<file path="src/rtl/spi_mm_master.sv">
// SPI mode-0 target that turns 32-bit host frames into single mm bus writes/reads.
// Define SPI_MM_AUTOINC_EN to stream further data words to incrementing addresses.
module spi_mm_master #(
  parameter int unsigned MM_ADDR_WIDTH = 8,
  parameter int unsigned MM_DATA_WIDTH = 16
) (
  input  logic                     clk_sys_i,
  input  logic                     rst_n_i,
  input  logic                     spi_sclk_i,
  input  logic                     spi_cs_n_i,
  input  logic                     spi_mosi_i,
  output logic                     spi_miso_o,
  output logic                     spi_miso_oe_o,
  output logic [MM_ADDR_WIDTH-1:0] mm_m_addr_o,
  output logic [MM_DATA_WIDTH-1:0] mm_m_wdata_o,
  output logic                     mm_m_we_o,
  input  logic [MM_DATA_WIDTH-1:0] mm_m_rdata_i,
  output logic                     frame_err_o
);

  localparam int unsigned FrameBits = 8 + MM_ADDR_WIDTH + MM_DATA_WIDTH;
  localparam int unsigned ShW0      = (MM_ADDR_WIDTH > 8) ? MM_ADDR_WIDTH : 8;
  localparam int unsigned ShW       = (MM_DATA_WIDTH > ShW0) ? MM_DATA_WIDTH : ShW0;
  localparam logic [5:0]  CmdLast   = 6'd7;
  localparam logic [5:0]  AddrLast  = 6'(8 + MM_ADDR_WIDTH - 1);
  localparam logic [5:0]  DataLast  = 6'(FrameBits - 1);
`ifdef SPI_MM_AUTOINC_EN
  localparam logic [5:0]  DataFirst = 6'(8 + MM_ADDR_WIDTH);
`endif

  typedef enum logic [2:0] {StIdle, StCmd, StAddr, StData, StDone} state_e;

  state_e                   state_q;
  logic [2:0]               sclk_sync_q;
  logic [2:0]               cs_sync_q;
  logic [2:0]               sync_vld_q;
  logic [1:0]               mosi_sync_q;
  logic [5:0]               bit_cnt_q;
  logic [ShW-1:0]           sh_q;
  logic [ShW-1:0]           sh_next;
  logic [MM_DATA_WIDTH-1:0] rd_sh_q;
  logic                     is_wr_q;
  logic                     word_pend_q;
  logic [1:0]               rd_ld_q;
`ifdef SPI_MM_AUTOINC_EN
  logic                     word_done_q;
`endif
  logic                     sclk_rise, sclk_fall, cs_fall, cs_rise;

  assign sclk_rise = sclk_sync_q[1] & ~sclk_sync_q[2];
  assign sclk_fall = ~sclk_sync_q[1] & sclk_sync_q[2];
  // A cs_n low already present at reset release must not look like a frame start.
  assign cs_fall   = ~cs_sync_q[1] & cs_sync_q[2] & sync_vld_q[2];
  assign cs_rise   = cs_sync_q[1] & ~cs_sync_q[2];
  assign sh_next   = {sh_q[ShW-2:0], mosi_sync_q[1]};

  always_ff @(posedge clk_sys_i or negedge rst_n_i) begin
    if (!rst_n_i) begin
      state_q       <= StIdle;
      sclk_sync_q   <= '0;
      cs_sync_q     <= '1;
      sync_vld_q    <= '0;
      mosi_sync_q   <= '0;
      bit_cnt_q     <= '0;
      sh_q          <= '0;
      rd_sh_q       <= '0;
      is_wr_q       <= 1'b0;
      word_pend_q   <= 1'b0;
      rd_ld_q       <= '0;
`ifdef SPI_MM_AUTOINC_EN
      word_done_q   <= 1'b0;
`endif
      spi_miso_o    <= 1'b0;
      spi_miso_oe_o <= 1'b0;
      mm_m_addr_o   <= '0;
      mm_m_wdata_o  <= '0;
      mm_m_we_o     <= 1'b0;
      frame_err_o   <= 1'b0;
    end else begin
      sclk_sync_q   <= {sclk_sync_q[1:0], spi_sclk_i};
      cs_sync_q     <= {cs_sync_q[1:0], spi_cs_n_i};
      sync_vld_q    <= {sync_vld_q[1:0], 1'b1};
      mosi_sync_q   <= {mosi_sync_q[0], spi_mosi_i};
      spi_miso_oe_o <= ~cs_sync_q[1];
      mm_m_we_o     <= 1'b0;
      frame_err_o   <= 1'b0;
      word_pend_q   <= 1'b0;
      rd_ld_q       <= {rd_ld_q[0], 1'b0};

      if (rd_ld_q[1]) rd_sh_q <= mm_m_rdata_i;
      if (word_pend_q && is_wr_q) begin
        mm_m_we_o    <= 1'b1;
        mm_m_wdata_o <= sh_q[MM_DATA_WIDTH-1:0];
      end
`ifdef SPI_MM_AUTOINC_EN
      // Reads advance right away so the reload lands before the next sclk fall;
      // writes advance only after their strobe cycle.
      if (word_pend_q && !is_wr_q) begin
        mm_m_addr_o <= mm_m_addr_o + MM_ADDR_WIDTH'(1);
        rd_ld_q     <= 2'b01;
      end
      if (mm_m_we_o) mm_m_addr_o <= mm_m_addr_o + MM_ADDR_WIDTH'(1);
`endif

      case (state_q)
        StIdle: begin
          if (cs_fall) begin
            state_q     <= StCmd;
            bit_cnt_q   <= '0;
            sh_q        <= '0;
            spi_miso_o  <= 1'b0;
`ifdef SPI_MM_AUTOINC_EN
            word_done_q <= 1'b0;
`endif
          end
        end
        default: begin
          if (cs_rise) begin
            state_q    <= StIdle;
            spi_miso_o <= 1'b0;
`ifdef SPI_MM_AUTOINC_EN
            frame_err_o <= (state_q != StDone) && !(state_q == StData && word_done_q);
`else
            frame_err_o <= (state_q != StDone);
`endif
          end else if (sclk_rise && state_q != StDone) begin
            sh_q      <= sh_next;
            bit_cnt_q <= bit_cnt_q + 6'd1;
            case (state_q)
              StCmd: begin
                if (bit_cnt_q == CmdLast) begin
                  state_q <= StAddr;
                  is_wr_q <= sh_next[7];
                end
              end
              StAddr: begin
                if (bit_cnt_q == AddrLast) begin
                  state_q     <= StData;
                  mm_m_addr_o <= sh_next[MM_ADDR_WIDTH-1:0];
                  if (!is_wr_q) rd_ld_q <= 2'b01;
                end
              end
              StData: begin
                if (bit_cnt_q == DataLast) begin
                  word_pend_q <= 1'b1;
`ifdef SPI_MM_AUTOINC_EN
                  bit_cnt_q   <= DataFirst;
                  word_done_q <= 1'b1;
`else
                  state_q     <= StDone;
                  spi_miso_o  <= 1'b0;
`endif
                end
              end
              default: ;
            endcase
          end else if (sclk_fall && state_q == StData && !is_wr_q) begin
            spi_miso_o <= rd_sh_q[MM_DATA_WIDTH-1];
            rd_sh_q    <= {rd_sh_q[MM_DATA_WIDTH-2:0], 1'b0};
          end
        end
      endcase
    end
  end

endmodule
</file>
<file path="config.mk">
export PLATFORM = sky130hd
export DESIGN_NAME = spi_mm_master
export DESIGN_NICKNAME = d
export VERILOG_FILES = /design/src/rtl/spi_mm_master.sv
export SDC_FILE = /design/constraint.sdc
export NUM_CORES = 1
export LEC_CHECK = 0
export ABC_CLOCK_PERIOD_IN_PS = 1740
export BUFFER_PORTS_ARGS = -buffer_cell sky130_fd_sc_hd__buf_4
export CELL_PAD_IN_SITES_DETAIL_PLACEMENT = 0
export CELL_PAD_IN_SITES_GLOBAL_PLACEMENT = 1
export CORE_ASPECT_RATIO = 1.75
export CORE_MARGIN = 2
export CORE_UTILIZATION = 41
export DETAILED_ROUTE_END_ITERATION = 7
export PLACE_DENSITY_LB_ADDON = 0.15
export SLEW_MARGIN = 5
export SYNTH_ARGS = -nofsm -noshare
export SYNTH_HDL_FRONTEND = slang
export SYNTH_SLANG_ARGS = --single-unit
</file>
<file path="constraint.sdc">
create_clock -name clk_sys_i -period 1.74 [get_ports clk_sys_i]
set_input_delay 0.087 -clock clk_sys_i [delete_from_list [all_inputs] [get_ports clk_sys_i]]
set_output_delay 0.087 -clock clk_sys_i [all_outputs]
set_load 0.01 [all_outputs]
</file>
==> impl_metrics.py, run 1 <==
metrics = {
    "logic_synthesis": {
        "synth_ff_type": "sky130_fd_sc_hd__dfrtp_1",
        "ys_seq_area_frac": 0.625,
        "synth_top_cell_area_share": 0.602,
        "synth.net_count": 275,
        "post_synth_inst_count": 253,
        "synth_top_cell_by_area": "sky130_fd_sc_hd__dfrtp_1",
        "ys_top_cells_by_area": "sky130_fd_sc_hd__dfrtp_1 (60%), sky130_fd_sc_hd__mux2_2 (8.4%), sky130_fd_sc_hd__mux2i_1 (4.8%)",
        "async_set_or_reset_register_ratio_after_synthesis": 1.00,
        "synthesis.yosys.warnings": 0,
        "mappedNetlistArea_um2": 3370,
        "count_of_state_elements_after_synthesis": 84,
        "number_of_enable_type_register_cells_in_the_synthesized_netlist": 0,
        "synth_cell_types": 41,
        "muxShareOfSynthArea": 0.134,
        "synth-compound-area-share": 0.0958,
        "synth_top_cells_by_count": "sky130_fd_sc_hd__dfrtp_1 (81), sky130_fd_sc_hd__mux2_2 (25), sky130_fd_sc_hd__nor2_1 (25)",
        "fraction_of_the_mapped_netlist_area_in_adder_cells": 0.00371,
        "post_synth.cell_area_avg_um2": 13.3,
        "synth_top_family_by_area": "multiplexers",
        "synth.most_common_cell": "sky130_fd_sc_hd__dfrtp_1",
        "synth-xor-area-share": 0.0130,
        "synth-simple-area-share": 0.0951,
    },
    "power": {
        "pwr_per_cell_area_nw_per_um2": 1110,
        "worst_ir_drop_vdd_uv": 846,
        "total_leakage_power_nw": 2.01,
        "power.total_mw": 4.75,
    },
    "flow_run": {
        "cap_viol_max_count": 0,
    },
    "setup_path": {
        "launch_point_of_the_worst_reg_to_reg_path": "cs_sync_q[1]",
        "timing.reg2reg.worst_path_depth": 6,
        "worst-setup-path-type": "register to register",
        "crit_required_ns": 1.96,
        "timing.critical_path.from": "cs_sync_q[1]",
        "arrival_ns": 1.90,
        "cp_max_fo": 18,
        "nature_of_the_critical_path_startpoint": "register",
        "timing.critical_path.to_type": "register",
    },
    "placement": {
        "numPlacedInstances": 391,
        "gpl.final_weighted_congestion": 0.864,
        "port_buf_inserts": 48,
        "post-dp-hpwl_um": 4440,
    },
    "global_route": {
        "grt_remaining_overflow": 0,
        "first_pass_grt_wire_length_um": 10700,
        "maximum_number_of_pins_on_one_net_before_global_route_repair": 54,
        "gr-usage-all-layers": 0.160,
        "via_count_of_the_first_global_routing_pass": 2202,
        "antenna_found_initial": 0,
    },
    "drt": {
        "drt_initial_violations": 92,
        "routed_wire_length_per_instance_um": 15.7,
        "average_via_count_per_standard_cell": 5.30,
        "detail_route.wirelength_um": 6500,
        "drc_errors": 0,
        "detail_route.first_pass.iterations": 5,
        "postRouteAntennaNets": 0,
        "routed-via-count": 2194,
    },
    "clock_network": {
        "clockBufferDepth": 2,
        "cts.reportedPaths.clkPinSlew_ns": 0.06,
        "clk_latency_ns": 0.34,
        "numCtsBuffers": 9,
        "htree_depth": 3,
        "tritoncts_clock_tree": "done",
        "count_of_clock_tree_sinks": 84,
        "clock_tree.root_cell": "sky130_fd_sc_hd__clkbuf_16",
    },
    "timing": {
        "final_min_period_over_clock_period": 0.965,
        "rsz0062_at_grt": "false",
        "final.min_clock_period_ns": 1.68,
        "final_max_slew_viol_count": 0,
        "slew-limit-headroom": 0.566,
        "worst_clock_skew_ns": 0.00720,
        "timing.final.setup_violations": 0,
        "timing.setup.tns_ns": 0,
        "fmax_mhz": 596,
        "hold_viol_final": 0,
        "measured_slew_at_the_worst_slew_check_pin_ns": 0.652,
    },
    "final_layout": {
        "area_delta_synth_final_pct": 26.9,
        "finalNonFillerCells": 414,
        "nets_final": 341,
        "antenna-diode-count": 0,
        "nFillCells": 717,
        "finalCoreUtilization": 0.537,
        "final_layout_size_suffix_gt1_frac": 0.367,
    },
    "floorplan": {
        "floorplan.core_area_um2": 7960,
        "floorplan.initialDensity": 0.423,
        "die_h_um": 124,
        "dieArea_um2": 8980,
        "floorplan.rows": 43,
        "design.portCount": 49,
        "die_w_um": 72.5,
    },
    "run_status": {
        "run_status": "finished clean",
    },
    "worst_hold_path": {
        "hold_path_class": "input pin to register",
        "hold-path-cell-count": 3,
        "holdCritStartpoint": "mm_m_rdata_i[10]",
    },
}
==> critical path, cell delays in order, from the launching register on <==
cell	delay, ns
sky130_fd_sc_hd__dfstp_2	0.55
sky130_fd_sc_hd__nor2b_2	0.16
sky130_fd_sc_hd__buf_4	0.17
sky130_fd_sc_hd__nor3_4	0.05
sky130_fd_sc_hd__buf_4	0.16
sky130_fd_sc_hd__buf_4	0.20
sky130_fd_sc_hd__mux2_2	0.27
==> layer usage <==
layer  share of wire  global-route usage  vias up  routed length [µm]
met5               0                   0        -                   0
met4           0.034              0.0961        0                 219
met3           0.046              0.0437       17                 299
met2            0.51               0.258       58                3320
met1            0.41               0.189     1083                2660
li1                -                   -     1036                   -
==> path summary, 6_finish.rpt <==
path	endpoint	slack [ns]
hold / removal	rd_sh_q[10]	0.05
setup / recovery	bit_cnt_q[0]	0.06
max in group asynchronous	sh_q[2]	0.77
setup reg to reg	bit_cnt_q[0]	0.06
min in group asynchronous	rd_sh_q[14]	0.32
hold reg to reg	sync_vld_q[1]	0.35
==> repair_timing <==
item	in CTS	in global routing
hold endpoints to repair	51	0
gates resized for setup	0	5
setup buffers	0	2
endpoints found under the setup margin	0	24
hold buffers	5	0
==> logic make-up after synthesis <==
logic type	Yosys count
muxes	42
xor gates and xnor gates	5
AOI/OAI and AO/OA	44
adders and majority gates	1
DFF	84
buffers and inverters	18
other	1
and+or+nand+nor	58
==> per-stage QoR <==
step | hold slack, ns | worst slack, ns | cell area (µm²)
floorplan | -0.209 | 0.131 | 3370
global placement | 0.164 | 0.0353 | 3880
detailed placement | 0.171 | 0.0558 | 3880
CTS | 0.0423 | 0.0325 | 4250
global route | 0.0709 | 0.0168 | 4270
finish | 0.0480 | 0.0612 | 4270
==> power by group <==
| part | internal (mW) | switching, mW | total [mW] |
|---|---|---|---|
| Sequential | 2.10 | 0.162 | 2.26 |
| Clock | 1.19 | 0.763 | 1.95 |
| Combinational | 0.272 | 0.265 | 0.537 |
==> placed cells by master (no fill, tap or decap), types with 3 or more instances in the layout <==
cell type and instances:
sky130_fd_sc_hd__a21oi_1 16, sky130_fd_sc_hd__nand3_1 3, sky130_fd_sc_hd__dlygate4sd3_1 5, sky130_fd_sc_hd__mux2_2 25, sky130_fd_sc_hd__mux2i_1 16, sky130_fd_sc_hd__nand2_1 7
sky130_fd_sc_hd__inv_1 3, sky130_fd_sc_hd__xor2_1 4, sky130_fd_sc_hd__dfrtp_1 79, sky130_fd_sc_hd__nand4_1 4, sky130_fd_sc_hd__nand2b_1 4, sky130_fd_sc_hd__nor2_1 25
sky130_fd_sc_hd__a22o_1 18, sky130_fd_sc_hd__buf_4 63, sky130_fd_sc_hd__dfstp_2 3, sky130_fd_sc_hd__clkbuf_16 9
==> registers in the layout, summed over array words and instances, names as in the netlist, 3 cells and up <==
signal and cells:
mm_m_wdata_o 16, rd_sh_q 16, sh_q 16, mm_m_addr_o 8, bit_cnt_q 6, cs_sync_q 3, sclk_sync_q 3, state_q 3
sync_vld_q 3
==> cell type report <==
type | instances | area (µm²) | area share
inverter | 3 | 11.3 | 0.00263
timing repair buffer | 70 | 563 | 0.132
multi-input combinational | 151 | 1170 | 0.273
tap | 90 | 113 | 0.0263
clock buffer | 11 | 253 | 0.0591
clock inverter | 5 | 58.8 | 0.0138
sequential | 84 | 2110 | 0.493
Note: power is estimated with default switching activity, not from simulation.
==> run 2: changes to the inputs <==
--- a/config.mk
+++ b/config.mk
@@ -6,13 +6,13 @@
 export NUM_CORES = 1
 export LEC_CHECK = 0
 export ABC_CLOCK_PERIOD_IN_PS = 1740
-export BUFFER_PORTS_ARGS = -buffer_cell sky130_fd_sc_hd__buf_4
 export CELL_PAD_IN_SITES_DETAIL_PLACEMENT = 0
 export CELL_PAD_IN_SITES_GLOBAL_PLACEMENT = 1
 export CORE_ASPECT_RATIO = 1.75
 export CORE_MARGIN = 2
-export CORE_UTILIZATION = 41
+export CORE_UTILIZATION = 42
 export DETAILED_ROUTE_END_ITERATION = 7
+export DONT_BUFFER_PORTS = 1
 export PLACE_DENSITY_LB_ADDON = 0.15
 export SLEW_MARGIN = 5
 export SYNTH_ARGS = -nofsm -noshare
==> run 2 against run 1 <==
Effect of this change:
- the flow now finishes with violations (negative hold slack)
- maximum frequency increased by 2.5%
- power fell by 5.3%
- die area down 2.3%
- critical endpoint unchanged
- largest power group unchanged
- highest routed layer unchanged
==> impl_metrics.py, run 2 (synthesized netlist as in run 1, its figures left out) <==
metrics = {
    "timing": {
        "fin_hold_ws_ns": -0.549,
        "fin_ws_ns": 0.102,
        "fmax_mhz": 610,
        "rsz0062_at_grt": "false",
        "timing.final.setup_violations": 0,
        "final.min_clock_period_ns": 1.64,
        "hold_viol_final": 84,
        "final_min_period_over_clock_period": 0.942,
        "worst_clock_skew_ns": 0.00590,
        "final_max_slew_viol_count": 0,
        "timing.setup.tns_ns": 0,
    },
    "placement": {
        "post-dp-hpwl_um": 4030,
        "gpl.final_weighted_congestion": 0.744,
        "numPlacedInstances": 341,
        "port_buf_inserts": 0,
        "place_ws_ns": 0.000868,
    },
    "power": {
        "pwr_per_cell_area_nw_per_um2": 1120,
        "worst_ir_drop_vdd_uv": 667,
        "total_leakage_power_nw": 1.79,
    },
    "final_layout": {
        "nets_final": 304,
        "final_cell_mix": "sky130_fd_sc_hd__dfrtp_1 (78), sky130_fd_sc_hd__nor2_1 (25), sky130_fd_sc_hd__mux2_2 (25)",
        "biggestRegsByFlops": "mm_m_wdata_o x16, rd_sh_q x16, sh_q x16",
        "sequential_cell_area_um2": 2110,
        "area_delta_synth_final_pct": 19.3,
        "layout_commonest_cell": "sky130_fd_sc_hd__dfrtp_1",
        "final_layout_size_suffix_gt1_frac": 0.226,
        "antenna-diode-count": 0,
        "finalNonFillerCells": 377,
        "multi_input_comb_area_um2": 1170,
        "nFillCells": 723,
    },
    "floorplan": {
        "dieArea_um2": 8780,
        "die_h_um": 122,
        "floorplan.initialDensity": 0.429,
        "die_w_um": 71.7,
        "floorplan.rows": 43,
        "floorplan.core_area_um2": 7860,
        "design.portCount": 49,
    },
    "global_route": {
        "via_count_of_the_first_global_routing_pass": 2184,
        "maximum_number_of_pins_on_one_net_before_global_route_repair": 85,
        "gr-usage-all-layers": 0.154,
        "first_pass_grt_wire_length_um": 10300,
        "grt_remaining_overflow": 0,
        "antenna_found_initial": 0,
    },
    "clock_network": {
        "count_of_clock_tree_sinks": 84,
        "clock_tree.root_cell": "sky130_fd_sc_hd__clkbuf_16",
        "clockBufferDepth": 2,
        "cts.reportedPaths.clkPinSlew_ns": 0.06,
        "numCtsBuffers": 9,
        "cts_hold_buf": 19,
        "clk_latency_ns": 0.33,
        "tritoncts_clock_tree": "done",
        "htree_depth": 3,
    },
    "setup_path": {
        "critical_path.slowest_cell": "sky130_fd_sc_hd__dfrtp_2",
        "crit_required_ns": 1.96,
        "timing.reg2reg.worst_path_depth": 6,
        "crit_chain": "nor3_4 > and4_1 > buf_4 > nor2_4 > buf_12 > mux2_2",
        "worst-setup-path-type": "register to register",
        "launch_point_of_the_worst_reg_to_reg_path": "state_q[2]",
        "setup.reg_to_reg.worst_slack_ns": 0.10,
        "nature_of_the_critical_path_startpoint": "register",
        "worst_path_largest_cell_delay_ns": 0.48,
        "worst_r2r_endpoint": "bit_cnt_q[0]",
        "cp_max_fo": 18,
        "arrival_ns": 1.86,
        "timing.critical_path.to_type": "register",
    },
    "drt": {
        "drt_initial_violations": 80,
        "detail_route.first_pass.iterations": 4,
        "routed_wire_length_per_instance_um": 16.3,
        "average_via_count_per_standard_cell": 5.38,
        "routed-via-count": 2029,
        "drc_errors": 0,
        "postRouteAntennaNets": 0,
        "detail_route.wirelength_um": 6130,
    },
    "run_status": {
        "failed_checks": "negative hold slack",
        "run_status": "complete, but fails checks",
    },
    "flow_run": {
        "cap_viol_max_count": 0,
    },
    "worst_hold_path": {
        "hold_path_class": "input pin to async pin",
    },
}
-- run 2: changes by cell type in the layout (fill, tap and decap cells not counted), moves of 2 or more --
cell	previous run	this run
sky130_fd_sc_hd__buf_4	63	10
sky130_fd_sc_hd__dlygate4sd3_1	5	19
sky130_fd_sc_hd__clkinv_4	0	2
sky130_fd_sc_hd__clkbuf_1	0	3
sky130_fd_sc_hd__clkinvlp_4	2	0
-- run 2: worst max-delay path by stage --
stage | startpoint | to | slack [ns] | cells past startpoint
CTS | cs_sync_q[1] | mm_m_addr_o[6] | 0.01 | 5
detailed placement | cs_sync_q[1] | bit_cnt_q[0] | 0.0009 | 5
global placement | cs_sync_q[1] | bit_cnt_q[0] | 0.04 | 5
floorplan | cs_sync_q[1] | mm_m_addr_o[0] | 0.13 | 5
global route | state_q[0] | bit_cnt_q[0] | 0.004 | 6
finish | state_q[2] | bit_cnt_q[0] | 0.10 | 6
-- run 2: repair_timing --
action	4_1_cts	5_1_grt
endpoints found under the hold margin	103	84
resized for setup	0	7
buffers inserted	0	1
pin swaps	1	2
setup endpoints to repair	1	42
cloned	0	0
-- run 2: cell type report --
type                            count  share of cell area
Clock buffer                       13              0.0623
Clock inverter                      3             0.00561
Inverter                            3             0.00280
Multi-Input combinational cell    151               0.292
Sequential cell                    84               0.525
Tap cell                           90              0.0280
Timing Repair Buffer               33              0.0838
-- run 2: metal layers --
metal / global-route usage / part of all wire
met5: 0 / 0
met4: 0.0908 / 0.031
met3: 0.0402 / 0.045
met2: 0.252 / 0.52
met1: 0.179 / 0.41
-- run 2: where the power goes --
| part | switching [mW] | internal (mW) |
|---|---|---|
| combinational | 0.238 | 0.289 |
| clock | 0.706 | 1.01 |
| sequential | 0.159 | 2.10 |
| total | 1.10 | 3.40 |
-- run 2: per-stage QoR --
| step | total power [mW] | area, µm² | utilization |
|---|---|---|---|
| final | 4.50 | 4020 | 0.511 |
| after global routing | 4.71 | 4020 | 0.511 |
| after CTS | 4.54 | 3970 | 0.506 |
| after detailed placement | 2.75 | 3510 | 0.447 |
| after global placement | 2.74 | 3510 | 0.447 |
| after floorplan | 2.62 | 3370 | - |
-- run 2: worst max-delay path, delay by kind of cell, from the launching register on --
family | cells | cell delay (ns)
AND/OR/NAND/NOR | 3 | 0.48
buffers and inverters | 2 | 0.30
multiplexers | 1 | 0.26
flip-flops | 1 | 0.48
